===== src/rtl/mips_mon_pkg.sv =====
// Shared types and default constants for the MIPS run monitor.
// The trace ring is built only when MIPS_MON_TRACE_EN is defined.
package mips_mon_pkg;

  typedef enum logic [1:0] {
    S_IDLE    = 2'd0,
    S_RUN     = 2'd1,
    S_DONE    = 2'd2,
    S_TIMEOUT = 2'd3
  } state_t;

  localparam int MON_EXIT_CODE   = 10;
  localparam int MON_TIMEOUT     = 200;
  localparam int MON_TRACE_DEPTH = 16;

  // Trace entry layout at the default 32-bit PC width.
  typedef struct packed {
    logic [31:0] pc;
    logic [31:0] instr;
  } trace_entry_t;

endpackage


===== src/rtl/mips_trace_ring.sv =====
// Circular trace of retired {pc, instr}: overwrite-oldest when full,
// pop returns the oldest entry one cycle later as a single-cycle pulse.
module mips_trace_ring #(
  parameter int PC_W  = 32,
  parameter int DEPTH = 16
) (
  input  logic                     clock,
  input  logic                     reset,
  input  logic                     wr_en,
  input  logic [PC_W-1:0]          wr_pc,
  input  logic [31:0]              wr_instr,
  input  logic                     rd_en,
  output logic                     rd_valid,
  output logic [PC_W-1:0]          rd_pc,
  output logic [31:0]              rd_instr,
  output logic [$clog2(DEPTH):0]   count
);

  localparam int AW = $clog2(DEPTH);
  localparam int CW = AW + 1;

  logic [PC_W-1:0] pc_mem    [DEPTH];
  logic [31:0]     instr_mem [DEPTH];
  logic [AW-1:0]   wr_ptr;
  logic [AW-1:0]   rd_ptr;
  logic            full;
  logic            pop;

  assign full = (count == CW'(DEPTH));
  assign pop  = rd_en && (count != '0);

  always_ff @(posedge clock) begin
    if (wr_en) begin
      pc_mem[wr_ptr]    <= wr_pc;
      instr_mem[wr_ptr] <= wr_instr;
    end
  end

  // Writes happen only in RUN and pops only after it, so the two never overlap.
  always_ff @(posedge clock or posedge reset) begin
    if (reset) begin
      wr_ptr   <= '0;
      rd_ptr   <= '0;
      count    <= '0;
      rd_valid <= 1'b0;
      rd_pc    <= '0;
      rd_instr <= '0;
    end else begin
      rd_valid <= 1'b0;
      if (wr_en) begin
        wr_ptr <= wr_ptr + 1'b1;
        if (full) rd_ptr <= rd_ptr + 1'b1;
        else      count  <= count + 1'b1;
      end else if (pop) begin
        rd_valid <= 1'b1;
        rd_pc    <= pc_mem[rd_ptr];
        rd_instr <= instr_mem[rd_ptr];
        rd_ptr   <= rd_ptr + 1'b1;
        count    <= count - 1'b1;
      end
    end
  end

endmodule


===== src/rtl/mips_run_monitor.sv =====
// Run monitor for the single-cycle MIPS core: exit detection, result capture,
// cycle watchdog and optional retire trace (define MIPS_MON_TRACE_EN).
module mips_run_monitor
  import mips_mon_pkg::*;
#(
  parameter int                DATA_W      = 32,
  parameter int                PC_W        = 32,
  parameter logic [DATA_W-1:0] EXIT_CODE   = DATA_W'(MON_EXIT_CODE),
  parameter logic [DATA_W-1:0] NOT_FOUND   = '1,
  parameter int                TIMEOUT     = MON_TIMEOUT,
  parameter int                TRACE_DEPTH = MON_TRACE_DEPTH
) (
  input  logic                         clock,
  input  logic                         reset,
  input  logic                         retire,
  input  logic [PC_W-1:0]              pc,
  input  logic [31:0]                  instr,
  input  logic [DATA_W-1:0]            v0,
  input  logic [DATA_W-1:0]            a0,
  output logic [1:0]                   state,
  output logic                         done,
  output logic                         timed_out,
  output logic [DATA_W-1:0]            result,
  output logic                         not_found,
  output logic [31:0]                  cycles,
  output logic [31:0]                  retired,
  input  logic                         trace_rd,
  output logic                         trace_valid,
  output logic [PC_W-1:0]              trace_pc,
  output logic [31:0]                  trace_instr,
  output logic [$clog2(TRACE_DEPTH):0] trace_count
);

  localparam logic [31:0] LAST_CYCLE = 32'(TIMEOUT - 1);

  state_t state_q;
  logic   in_run;
  logic   in_end;

  assign state  = state_q;
  assign in_run = (state_q == S_RUN);
  assign in_end = (state_q == S_DONE) || (state_q == S_TIMEOUT);

  always_ff @(posedge clock or posedge reset) begin
    if (reset) begin
      state_q   <= S_IDLE;
      done      <= 1'b0;
      timed_out <= 1'b0;
      result    <= '0;
      not_found <= 1'b0;
      cycles    <= '0;
      retired   <= '0;
    end else begin
      case (state_q)
        S_IDLE: state_q <= S_RUN;
        S_RUN: begin
          if (cycles != '1) cycles <= cycles + 1'b1;
          if (retire && retired != '1) retired <= retired + 1'b1;
          // Exit takes priority over a watchdog expiry on the same edge.
          if (v0 == EXIT_CODE) begin
            state_q   <= S_DONE;
            done      <= 1'b1;
            result    <= a0;
            not_found <= (a0 == NOT_FOUND);
          end else if (cycles == LAST_CYCLE) begin
            state_q   <= S_TIMEOUT;
            timed_out <= 1'b1;
          end
        end
        default: state_q <= state_q;
      endcase
    end
  end

`ifdef MIPS_MON_TRACE_EN
  logic unused_end;
  assign unused_end = in_end;

  mips_trace_ring #(
    .PC_W  (PC_W),
    .DEPTH (TRACE_DEPTH)
  ) u_trace (
    .clock    (clock),
    .reset    (reset),
    .wr_en    (in_run && retire),
    .wr_pc    (pc),
    .wr_instr (instr),
    .rd_en    (in_end && trace_rd),
    .rd_valid (trace_valid),
    .rd_pc    (trace_pc),
    .rd_instr (trace_instr),
    .count    (trace_count)
  );
`else
  logic unused_trace;
  assign unused_trace = ^{trace_rd, pc, instr, in_end};
  assign trace_valid  = 1'b0;
  assign trace_pc     = '0;
  assign trace_instr  = '0;
  assign trace_count  = '0;
`endif

endmodule


===== config.mk =====
export PLATFORM = sky130hd
export DESIGN_NAME = mips_run_monitor
export DESIGN_NICKNAME = d
export VERILOG_FILES = /design/src/rtl/mips_mon_pkg.sv /design/src/rtl/mips_trace_ring.sv /design/src/rtl/mips_run_monitor.sv
export SDC_FILE = /design/constraint.sdc
export NUM_CORES = 1
export LEC_CHECK = 0
export BUFFER_PORTS_ARGS = -buffer_cell sky130_fd_sc_hd__buf_2
export CAP_MARGIN = 0
export CORE_MARGIN = 5
export CORE_UTILIZATION = 45
export DETAILED_ROUTE_END_ITERATION = 7
export HOLD_SLACK_MARGIN = 0.15
export PLACE_DENSITY = 0.85
export SYNTH_ARGS = -nofsm -noshare
export SYNTH_HDL_FRONTEND = slang
export SYNTH_SLANG_ARGS = --single-unit

===== constraint.sdc =====
create_clock -name clock -period 3.7 [get_ports clock]
set_clock_uncertainty 0.1 [all_clocks]
set_input_delay 0.555 -clock clock [delete_from_list [all_inputs] [get_ports clock]]
set_output_delay 0.555 -clock clock [all_outputs]
set_load 0.005 [all_outputs]

==> metrics.txt <==
# TYPE chip_impl_metric gauge
chip_impl_metric{name="clk_path_buf_depth",unit=""} 2
chip_impl_info{name="critical_path.endpoint_type",value="flop"} 1
chip_impl_metric{name="track_usage",unit=""} 0.181
chip_impl_info{name="crit_path_slowest_cell",value="sky130_fd_sc_hd__nor4_1"} 1
chip_impl_metric{name="place.detailed.hpwl",unit="mm"} 10.2
chip_impl_metric{name="design.core.area",unit="sq um"} 11500
chip_impl_metric{name="detail_route.wl_per_cell",unit="microns"} 16.1
chip_impl_metric{name="fin_tns_setup",unit="ns"} 0
chip_impl_metric{name="initial_utilization",unit=""} 0.461
chip_impl_info{name="run_status",value="finished clean"} 1
chip_impl_metric{name="wirelength",unit="mm"} 13.0
chip_impl_metric{name="postSynth.asyncResetShare",unit=""} 1.00
chip_impl_info{name="mostFrequentLayoutCell",value="sky130_fd_sc_hd__buf_2"} 1
chip_impl_metric{name="pre_cts_ws",unit="ns"} 0.938
chip_impl_metric{name="setup_viol",unit=""} 0
chip_impl_info{name="setup.worst_path.start_class",value="input pin"} 1
chip_impl_info{name="holdCritPathClass",value="input pin to async pin"} 1
chip_impl_metric{name="gp_routability_congestion",unit=""} 0.831
chip_impl_metric{name="drv_cap",unit=""} 0
chip_impl_metric{name="seqPwrFrac",unit=""} 0.499
chip_impl_info{name="synth_top_cell_by_area",value="sky130_fd_sc_hd__dfrtp_1"} 1
chip_impl_metric{name="pin_count",unit=""} 303
chip_impl_metric{name="viasPerCell",unit=""} 5.13
chip_impl_metric{name="maxClockFrequency",unit="GHz"} 0.396
chip_impl_metric{name="crit_path_max_fanout",unit=""} 36
chip_impl_metric{name="synth-edff-count",unit=""} 0
chip_impl_metric{name="vias",unit=""} 4142
chip_impl_metric{name="numCtsBuffers",unit=""} 9
chip_impl_metric{name="ys_seq_area_frac",unit=""} 0.478
chip_impl_metric{name="pin_count_of_the_biggest_net_entering_global_routing",unit=""} 55
chip_impl_metric{name="cts_max_level",unit=""} 3
chip_impl_metric{name="timing.slew.headroom",unit=""} 0.461
chip_impl_metric{name="detailedRoute.firstIterationViolations",unit=""} 176
chip_impl_metric{name="core.rowCount",unit=""} 39
chip_impl_metric{name="netSwitchingFraction",unit=""} 0.256
chip_impl_metric{name="first_pass_iters",unit=""} 4
chip_impl_metric{name="placement.io_buffers",unit=""} 167
chip_impl_metric{name="synthCells",unit=""} 483
chip_impl_info{name="mostFrequentLayoutCells",value="167 x sky130_fd_sc_hd__buf_2, 101 x sky130_fd_sc_hd__dfrtp_1, 70 x sky130_fd_sc_hd__conb_1, 41 x sky130_fd_sc_hd__xor2_1, 33 x sky130_fd_sc_hd__mux2_2"} 1
chip_impl_metric{name="worstPathRequired",unit="ns"} 3.81
chip_impl_metric{name="tightest_slew",unit="ns"} 0.806
chip_impl_metric{name="die_area",unit="sq um"} 14000
chip_impl_metric{name="placed_cells_incl_taps",unit=""} 789
chip_impl_metric{name="netlist-cell-type-count",unit=""} 46
chip_impl_metric{name="grt_overflow_total",unit=""} 0
chip_impl_metric{name="post_synth.cell_area_avg",unit="sq um"} 10.9
chip_impl_metric{name="p_int",unit="mW"} 1.78
chip_impl_metric{name="power.static_leakage",unit="nW"} 3.47
chip_impl_metric{name="comb_power_share",unit=""} 0.101
chip_impl_metric{name="grt_pass1_wl",unit="mm"} 20.9
chip_impl_metric{name="die-height",unit="microns"} 118
chip_impl_metric{name="worst_stage_delay_on_the_critical_path",unit="ns"} 0.64
chip_impl_metric{name="drive_above_1_share",unit=""} 0.352
chip_impl_metric{name="hold_viol",unit=""} 0
chip_impl_metric{name="worst_ir_drop_vdd",unit="mV"} 0.277
chip_impl_metric{name="holdWs",unit="ns"} 0.233
chip_impl_metric{name="dieWidth",unit="microns"} 118
chip_impl_metric{name="clkPwrFrac",unit=""} 0.400
chip_impl_metric{name="finalCriticalPeriod",unit="ns"} 2.52
chip_impl_info{name="unrepaired_setup_endpoints_after_global_routing",value="no"} 1
chip_impl_metric{name="grt_antenna_before_repair",unit=""} 4
chip_impl_metric{name="cts_repair_resize_count",unit=""} 0
chip_impl_metric{name="synth_area",unit="sq um"} 5290
chip_impl_info{name="timing.critical_path.cells",value="buf_2, nor4_1, nand4_1, nor3_4, buf_4, mux2_2"} 1
chip_impl_metric{name="clk-insertion-delay-late",unit="ns"} 0.34
chip_impl_metric{name="yosysWarningCount",unit=""} 0
chip_impl_metric{name="cts.repair_timing.setup_buffer_count",unit=""} 0
chip_impl_metric{name="timing.final.max_slew_violations",unit=""} 0
chip_impl_metric{name="timing.final.crit_share",unit=""} 0.682
chip_impl_info{name="cts_tree",value="built"} 1
chip_impl_info{name="clockRootBuffer",value="sky130_fd_sc_hd__clkbuf_16"} 1
chip_impl_info{name="synth_top_cells_by_area",value="sky130_fd_sc_hd__dfrtp_1 48%, sky130_fd_sc_hd__buf_4 10%, sky130_fd_sc_hd__mux2_2 7.0%"} 1
chip_impl_metric{name="final_design_utilization",unit=""} 0.553
chip_impl_metric{name="fin_ws",unit="ns"} 1.18
chip_impl_metric{name="clk_pin_slew_worst_paths",unit="ns"} 0.08
chip_impl_metric{name="synth.ff_latch_count",unit=""} 101
chip_impl_metric{name="power.density_cell_area",unit="nW/um^2"} 378
chip_impl_metric{name="cts-hold-fix-buffers",unit=""} 0
chip_impl_metric{name="route.antenna.remaining_nets",unit=""} 0
chip_impl_metric{name="post-synth-top-area-fraction",unit=""} 0.478
chip_impl_metric{name="cts.sink_count",unit=""} 101
chip_impl_info{name="synthFlopType",value="sky130_fd_sc_hd__dfrtp_1"} 1
chip_impl_metric{name="nNetsFinal",unit=""} 791
chip_impl_metric{name="critPathArrivalTime",unit="ns"} 2.63
chip_impl_metric{name="area_growth",unit="%"} 20.0
chip_impl_info{name="crit_type",value="input pin to flop"} 1
chip_impl_metric{name="drc",unit=""} 0
chip_impl_metric{name="number_of_global_route_vias_before_repair",unit=""} 3954
chip_impl_metric{name="p_sw",unit="mW"} 0.613
chip_impl_metric{name="final_cell_count_no_fill",unit=""} 807
==> sequential cells by signal (all words and copies together) (netlist names) <==
signal     flops
retired       32
state          2
done           1
result        32
cycles        32
not_found      1
timed_out      1
==> per-layer routing <==
| metal | track usage | up-vias | share of wire |
|---|---|---|---|
| met5 | 0 | - | 0.00054 |
| met4 | 0.0298 | 2 | 0.0074 |
| met3 | 0.0597 | 10 | 0.092 |
| met2 | 0.296 | 186 | 0.48 |
| met1 | 0.240 | 1997 | 0.42 |
| li1 | - | 1947 | - |
==> critical path, delay by kind of cell <==
kind	cells	cell delay, ns
buffers and inverters	2	0.51
and+or+nand+nor	3	1.16
muxes	1	0.40
==> logic make-up after synthesis <==
family,Yosys count,synth area share
buffers and inverters,85,0.112
and+or+nand+nor,184,0.202
adders and majority gates,2,0.00473
other,1,0.000710
xor gates and xnor gates,58,0.0961
DFF,101,0.478
AOI/OAI and AO/OA,18,0.0336
muxes,34,0.0724
==> synth_stat cells (2+ instances only) <==
master and instances:
sky130_fd_sc_hd__dfrtp_1 101, sky130_fd_sc_hd__buf_4 71, sky130_fd_sc_hd__xor2_1 41, sky130_fd_sc_hd__mux2_2 33
sky130_fd_sc_hd__nand2_1 29, sky130_fd_sc_hd__nor3_1 29, sky130_fd_sc_hd__nand4_1 27, sky130_fd_sc_hd__nand3_1 21
sky130_fd_sc_hd__nor4_1 20, sky130_fd_sc_hd__xnor2_1 17, sky130_fd_sc_hd__and3_1 12, sky130_fd_sc_hd__nor2_1 12
sky130_fd_sc_hd__and4_1 11, sky130_fd_sc_hd__inv_1 8, sky130_fd_sc_hd__buf_2 5, sky130_fd_sc_hd__a2111oi_2 3
sky130_fd_sc_hd__nand4b_1 3, sky130_fd_sc_hd__nor4b_1 3, sky130_fd_sc_hd__or2_2 3, sky130_fd_sc_hd__a21oi_1 2
sky130_fd_sc_hd__and2_1 2, sky130_fd_sc_hd__ha_1 2, sky130_fd_sc_hd__nand2b_1 2, sky130_fd_sc_hd__nor3b_1 2
sky130_fd_sc_hd__o21ai_0 2, sky130_fd_sc_hd__o31ai_1 2
==> worst paths after layout <==
path,slack (ns),from,to,depth (start not counted)
hold reg to reg,0.37,done,done,1
hold / removal,0.23,reset,cycles[7],2
setup reg to reg,1.25,retired[7],retired[1],5
min in group clock,0.37,done,done,1
setup / recovery,1.18,v0[10],result[29],6
max in group asynchronous,2.46,reset,result[31],3
==> cell type report <==
cell class              count  area [sq um]
fillers                  1026          5130
flip-flops and latches    101          2530
multi-input cells         366          2420
repair buffers            171           866
clock buffers              10           229
well taps                 143           179
clock inverters             6          76.3
inverters                   8          32.5
diodes                      2          5.00
==> power groups by stage <==
| stage | combinational (mW) | sequential, mW | clock (mW) |
|---|---|---|---|
| after global placement | 0.237 | 1.21 | 0 |
| after detailed placement | 0.241 | 1.22 | 0 |
| after CTS | 0.242 | 1.19 | 0.987 |
| after global routing | 0.279 | 1.20 | 1.03 |
| final | 0.241 | 1.19 | 0.958 |
| after floorplan | 0.177 | 1.21 | 0 |
==> stage by stage <==
step | power [mW] | instance area [sq um]
after floorplan | 1.39 | 5540
after global placement | 1.45 | 6030
after detailed placement | 1.46 | 6030
after CTS | 2.42 | 6330
after global routing | 2.51 | 6340
final | 2.39 | 6340
Power figures use the tool's default switching activity.
